### src/rtl/sdram_upload_reader_pkg.sv
// Shared definitions for the SDRAM loader paths: FSM states and address map.
package upload_pkg;

    typedef enum logic [1:0] {
        IDLE,
        ARM,
        WAIT,
        HOLD
    } state_t;

    localparam logic [24:0] BASE_ROM   = 25'h80000;
    localparam logic [24:0] BASE_OTHER = 25'h68000;
    localparam logic [24:0] MAX_LEN    = 25'h40000;
    localparam logic [7:0]  CMOS_INDEX = 8'hFF;

endpackage

### src/rtl/sdram_upload_reader.sv
// Upload read path: fetches bytes from SDRAM in mem_sync-aligned slots and
// presents them to data_io while an upload is in progress.
module sdram_upload_reader
    import upload_pkg::*;
#(
    parameter int unsigned      AW         = 25,
    parameter logic [AW-1:0]    BASE_ROM   = upload_pkg::BASE_ROM,
    parameter logic [AW-1:0]    BASE_OTHER = upload_pkg::BASE_OTHER,
    parameter logic [AW-1:0]    MAX_LEN    = upload_pkg::MAX_LEN
) (
    input  logic          clk_sys,
    input  logic          reset,
    input  logic          mem_sync,
    input  logic          ioctl_upload,
    input  logic [7:0]    ioctl_index,
    input  logic [AW-1:0] ioctl_addr,
    input  logic          ioctl_rd,
    output logic [7:0]    ioctl_din,
    output logic          din_valid,
    output logic          rd_req,
    output logic [AW-1:0] rd_adr,
    input  logic [7:0]    sdram_do
);

    state_t        r_state,   w_state_nxt;
    logic          r_pending, w_pending_nxt;
    logic          r_en_d;
    logic [7:0]    r_din,     w_din_nxt;
    logic          r_valid,   w_valid_nxt;
    logic          r_req,     w_req_nxt;
    logic [AW-1:0] r_adr,     w_adr_nxt;

    logic          w_en;
    logic          w_oob;
    logic          w_restart;
    logic [AW-1:0] w_base;
    logic [AW-1:0] w_adr;

    assign w_en   = ioctl_upload && (ioctl_index != CMOS_INDEX);
    assign w_base = (ioctl_index == 8'h00) ? BASE_ROM : BASE_OTHER;
    assign w_adr  = w_base + ioctl_addr;
    assign w_oob  = (ioctl_addr >= MAX_LEN);

    always_ff @(posedge clk_sys) begin
        if (reset) begin
            r_state   <= IDLE;
            r_pending <= 1'b0;
            r_en_d    <= 1'b0;
            r_din     <= 8'h00;
            r_valid   <= 1'b0;
            r_req     <= 1'b0;
            r_adr     <= '0;
        end else begin
            r_state   <= w_state_nxt;
            r_pending <= w_pending_nxt;
            r_en_d    <= w_en;
            r_din     <= w_din_nxt;
            r_valid   <= w_valid_nxt;
            r_req     <= w_req_nxt;
            r_adr     <= w_adr_nxt;
        end
    end

    always_comb begin
        w_state_nxt   = r_state;
        w_pending_nxt = r_pending;
        w_din_nxt     = r_din;
        w_valid_nxt   = r_valid;
        w_req_nxt     = r_req;
        w_adr_nxt     = r_adr;
        w_restart     = 1'b0;

        if (!w_en) begin
            w_state_nxt   = IDLE;
            w_pending_nxt = 1'b0;
            w_valid_nxt   = 1'b0;
            w_req_nxt     = 1'b0;
            w_adr_nxt     = '0;
        end else begin
            case (r_state)
                IDLE: w_restart = !r_en_d || ioctl_rd;
                ARM: begin
                    if (mem_sync) begin
                        w_adr_nxt   = w_adr;
                        w_req_nxt   = 1'b1;
                        w_state_nxt = WAIT;
                    end
                end
                WAIT: begin
                    if (ioctl_rd)
                        w_pending_nxt = 1'b1;
                    if (mem_sync) begin
                        w_req_nxt = 1'b0;
                        w_din_nxt = sdram_do;
                        // A consumed byte mid-read makes this capture stale: refetch.
                        if (r_pending || ioctl_rd) begin
                            w_pending_nxt = 1'b0;
                            w_restart     = 1'b1;
                        end else begin
                            w_valid_nxt = 1'b1;
                            w_state_nxt = HOLD;
                        end
                    end
                end
                HOLD: w_restart = ioctl_rd;
                default: w_state_nxt = IDLE;
            endcase

            if (w_restart) begin
                w_valid_nxt = 1'b0;
                if (w_oob) begin
                    w_din_nxt   = 8'hFF;
                    w_valid_nxt = 1'b1;
                    w_state_nxt = HOLD;
                end else begin
                    w_state_nxt = ARM;
                end
            end
        end
    end

    assign ioctl_din = r_din;
    assign din_valid = r_valid && w_en && !ioctl_rd;
    assign rd_req    = r_req;
    assign rd_adr    = r_adr;

endmodule
### config.mk
export PLATFORM = sky130hd
export DESIGN_NAME = sdram_upload_reader
export DESIGN_NICKNAME = d
export VERILOG_FILES = /design/src/rtl/sdram_upload_reader_pkg.sv /design/src/rtl/sdram_upload_reader.sv
export SDC_FILE = /design/constraint.sdc
export NUM_CORES = 1
export LEC_CHECK = 0
export BUFFER_PORTS_ARGS = -buffer_cell sky130_fd_sc_hd__buf_2
export CORE_UTILIZATION = 40
export CTS_CLUSTER_SIZE = 12
export DETAILED_ROUTE_END_ITERATION = 10
export PLACE_DENSITY = 0.74
export SETUP_SLACK_MARGIN = 0.5
export SLEW_MARGIN = 15
export SYNTH_ARGS = -nofsm -noshare
export SYNTH_HDL_FRONTEND = slang
export SYNTH_SLANG_ARGS = --single-unit
### constraint.sdc
create_clock -name clk_sys -period 1.8 [get_ports clk_sys]
set_clock_uncertainty 0.1 [all_clocks]
set_input_delay 0.09 -clock clk_sys [delete_from_list [all_inputs] [get_ports clk_sys]]
set_output_delay 0.09 -clock clk_sys [all_outputs]
set_load 0.1 [all_outputs]
==> metrics.md <==
| Metric | Value |
|---|---|
| Fin crit period | 1.62 ns |
| Period utilization | 90.2% |
| CP arrival | between 1.5 and 2 ns |
| Hold depth | 3 |
| Flop pwr share | around 44% |
| P&R area growth vs syn | 64.9% |
| GP Congestion | 0.746 |
| Fin cells | 373 |
| Die height | 67.8 µm |
| Ys flop type | dfxtp_1 |
| WP buf/inv | 2 |
| Psw | approximately 0.0007 W |
| Post-Syn Nets | 257 |
| R2r setup slk | 0.35 ns |
| Fin. max-slew vios | 0 |
| Gr usage total | 21.7% |
| Post-synth EDFFs | 0 |
| Area contributors post-synth | dfxtp_1, nand2_1, a21oi_1 |
| Worst hold endpoint | rd_adr[23]$_SDFFE_PP0P_ |
| IO Pins | around 80 |
| Worst-Skew Late Latency | 0.29 ns |
| Synth warn | 0 |
| First-pass DRT Iterations | 4 |
| Vias per inst | between 4 and 5 |
| Worst vdd ir | approximately 320 µV |
| CTS tree | done |
| Max-Cap Viols | 0 |
| CTS Sinks | 39 |
| Cell count of the worst reg-to-reg path | 5 |
| Clock root buffer | clkbuf_8 |
| Gate power share | between 20% and 30% |
| Overflow after GRT | 0 |
| DRT iter0 DRCs | 46 |
| Via count | 1861 |
| Post-synthesis sequential area ratio | 45.1% |
| Critical path peak fanout | 4 |
| Initial core utilization | a little over two fifths |
| Cell with the most instances after synthesis | nand2_1 |
| Critical path's slowest cell | ha_4 |
| Yosys top cell area share | 45.1% |
| Least-Margin Pin Slew | 0.504 ns |
| Setup TNS | 0 ns |
| Syn_area_per_cell | between 8 and 9 µm² |
| Dpl cells | 338 |
| # DRC | 0 |
| Final hold viol count | 0 |
| Internal power | 0.00139 W |
| Leak | 1.26 nW |
| Synth Register Bits | 39 |
| Crit Path Class | in -> reg |
| Final WL | between 4 and 5 mm |
| Endpoints failing setup | 0 |
| Num CTS Buffers | 5 |
| Clk slew on worst S/H paths | 0.07 ns |
| CP endpoint kind | flop |
| HPWL Detailed | 3.02 mm |
| WL/cell | 13.2 µm |
| Worst Hold Class | in -> reg |
| ANT cells | 0 |
| Clock power share | 26.6% |
| First-pass GRT wire length | 7.36 mm |
| PD cells | 735 nW/µm² |
| Maximum buffer depth of the clock tree | 2 |
| Crit path max-delay family | simple AND/OR/NAND/NOR gates |
| Layout cells sized above 1 | around half |
| CP required | 1.88 ns |
| Reg2Reg Launch Point | r_state[0]$_SDFFE_PP0P_ |
| Cell accounting for the most synthesized area | dfxtp_1 |
| I/O Buffers | 80 |
| Die area | 4600 µm² |
| Initial antenna violation count | 0 |
| Hold Crit Start | ioctl_addr[23] |
| Pin count of the biggest net entering global routing | 25 |
| Cell variety after synth | 36 |
| Gate count of the mapped netlist | 206 |
| Fmax | slightly above 600 MHz |
| Worst path cell trace | buf_6, nor4_4, nand2_2, buf_6, ha_4, nor3_4, a211oi_4, and3_1, xnor2_1, a21oi_1 |
| Top cell by count, worst path | buf_6 |
| Ys async rst share | 0% |
| Row cnt | 23 |
| Fin nets | 373 |
| Slew HR | 66.6% |
| Number of global-route vias before repair | between 1500 and 2000 |
| Mapped Area | 1730 µm² |
| Sw Share | 34.1% |
| Fin Hold WS | 0.0264 ns |
| Largest stage delay, worst path | 0.28 ns |
| R2R Path End | ioctl_din[6]$_SDFFE_PP0N_ |
| H-tree depth | 2 |
| Post-route ant nets | 0 |
| Commonest cells post-synth | nand2_1, dfxtp_1, a21oi_1 |
| CP Launch Type | input pin |
| Die width | 67.8 µm |
| Area of the core | 4090 µm² |
| Status | finished clean |
| RSZ-0062 raised after global routing | true |
## cells in the final DEF, fill, tap and decap left out, types with 2 or more instances in the layout
cell | Yosys | routed
buf_4 | 0 | 13
o221a_2 | 2 | 2
clkbuf_1 | 2 | 2
o21ai_1 | 1 | 10
dfxtp_1 | 39 | 10
o21ai_0 | 15 | 5
buf_2 | 5 | 72
ha_4 | 0 | 5
mux2i_1 | 8 | 8
buf_6 | 2 | 7
or2_4 | 0 | 2
xnor2_1 | 4 | 3
nand2_1 | 47 | 46
nor3_4 | 0 | 2
clkbuf_4 | 0 | 3
nor2_1 | 7 | 4
inv_1 | 3 | 2
nand4_1 | 4 | 4
dlygate4sd3_1 | 0 | 24
nor2_2 | 0 | 3
and2b_1 | 2 | 2
clkbuf_8 | 0 | 5
a211oi_2 | 1 | 2
nor4_4 | 0 | 2
a21oi_2 | 0 | 2
dfxtp_2 | 0 | 29
xor2_1 | 3 | 3
a21oi_1 | 30 | 28
## layer usage
layer	global-route usage (%)	vias to the layer above	wire length [µm]
li1	-	942	-
met1	23.4	843	2040
met2	39.0	67	2480
met3	6.50	9	333
met4	9.11	0	68
met5	0	-	0
## power groups by stage
stage | sequential [W] | clock [W] | combinational (W)
after floorplan | 0.00118 | 0 | 0.000151
after global placement | 0.000947 | 0 | 0.000511
after detailed placement | 0.000948 | 0 | 0.000514
after CTS | 0.000929 | 0.000576 | 0.000594
after global routing | 0.000937 | 0.000607 | 0.000647
final | 0.000932 | 0.000559 | 0.000610
## worst max path at each step
stage,startpoint,to,cells after the start
4_1_cts,ioctl_index[1],rd_adr[23]$_SDFFE_PP0P_,10
5_1_grt,ioctl_index[1],rd_adr[23]$_SDFFE_PP0P_,10
3_5_place_dp,ioctl_index[1],rd_adr[23]$_SDFFE_PP0P_,10
2_1_floorplan,ioctl_index[5],rd_adr[23]$_SDFFE_PP0P_,9
3_3_place_gp,ioctl_index[1],rd_adr[23]$_SDFFE_PP0P_,10
6_report,ioctl_index[1],rd_adr[22]$_SDFFE_PP0P_,10
## stage by stage
step / total power, W / utilization, % / setup WS (ns) / cell area (µm²)
2_1_floorplan: 0.00133 / - / 0.0486 / 1840
3_3_place_gp: 0.00146 / 57.1 / -0.128 / 2330
3_5_place_dp: 0.00146 / 57.1 / -0.188 / 2330
4_1_cts: 0.00210 / 69.1 / 0.179 / 2820
5_1_grt: 0.00219 / 69.9 / 0.0832 / 2860
6_report: 0.00210 / 69.9 / 0.177 / 2860
## sequential cells by signal, indices dropped and copies added (netlist names)
| signal | count |
|---|---|
| r_pending | 1 |
| ioctl_din | 8 |
| r_en_d | 1 |
| rd_req | 1 |
| r_state | 2 |
| rd_adr | 25 |
| r_valid | 1 |
## kinds of logic after synthesis
logic type | after synthesis | synth area share, %
DFF | 39 | 45.1
and+or+nand+nor | 75 | 19.2
muxes | 9 | 5.27
buffers and inverters | 14 | 4.62
xor gates and xnor gates | 7 | 3.54
adders and majority gates | 5 | 3.61
AOI/OAI and AO/OA | 57 | 18.7
## area by class of cell
cell class	count	area, µm²
flip-flops and latches	39	817
clock inverters	1	5.00
well taps	50	62.6
repair buffers	119	800
fillers	304	1230
clock buffers	7	76.3
inverters	4	22.5
multi-input cells	153	1070
## worst min-delay path, delay by kind of cell
kind                      cells  cell delay (ns)
buffers and inverters         1             0.11
AOI/OAI and AO/OA             1             0.11
xor gates and xnor gates      1             0.07
## what timing repair did
item | 4_1_cts | 5_1_grt
endpoints found under the setup margin | 35 | 38
pin swaps | 15 | 9
gates resized for setup | 29 | 11
endpoints found under the hold margin | 23 | 0
setup buffers | 3 | 0
hold buffers | 24 | 0
No activity file was read; power rests on OpenSTA's default activity.
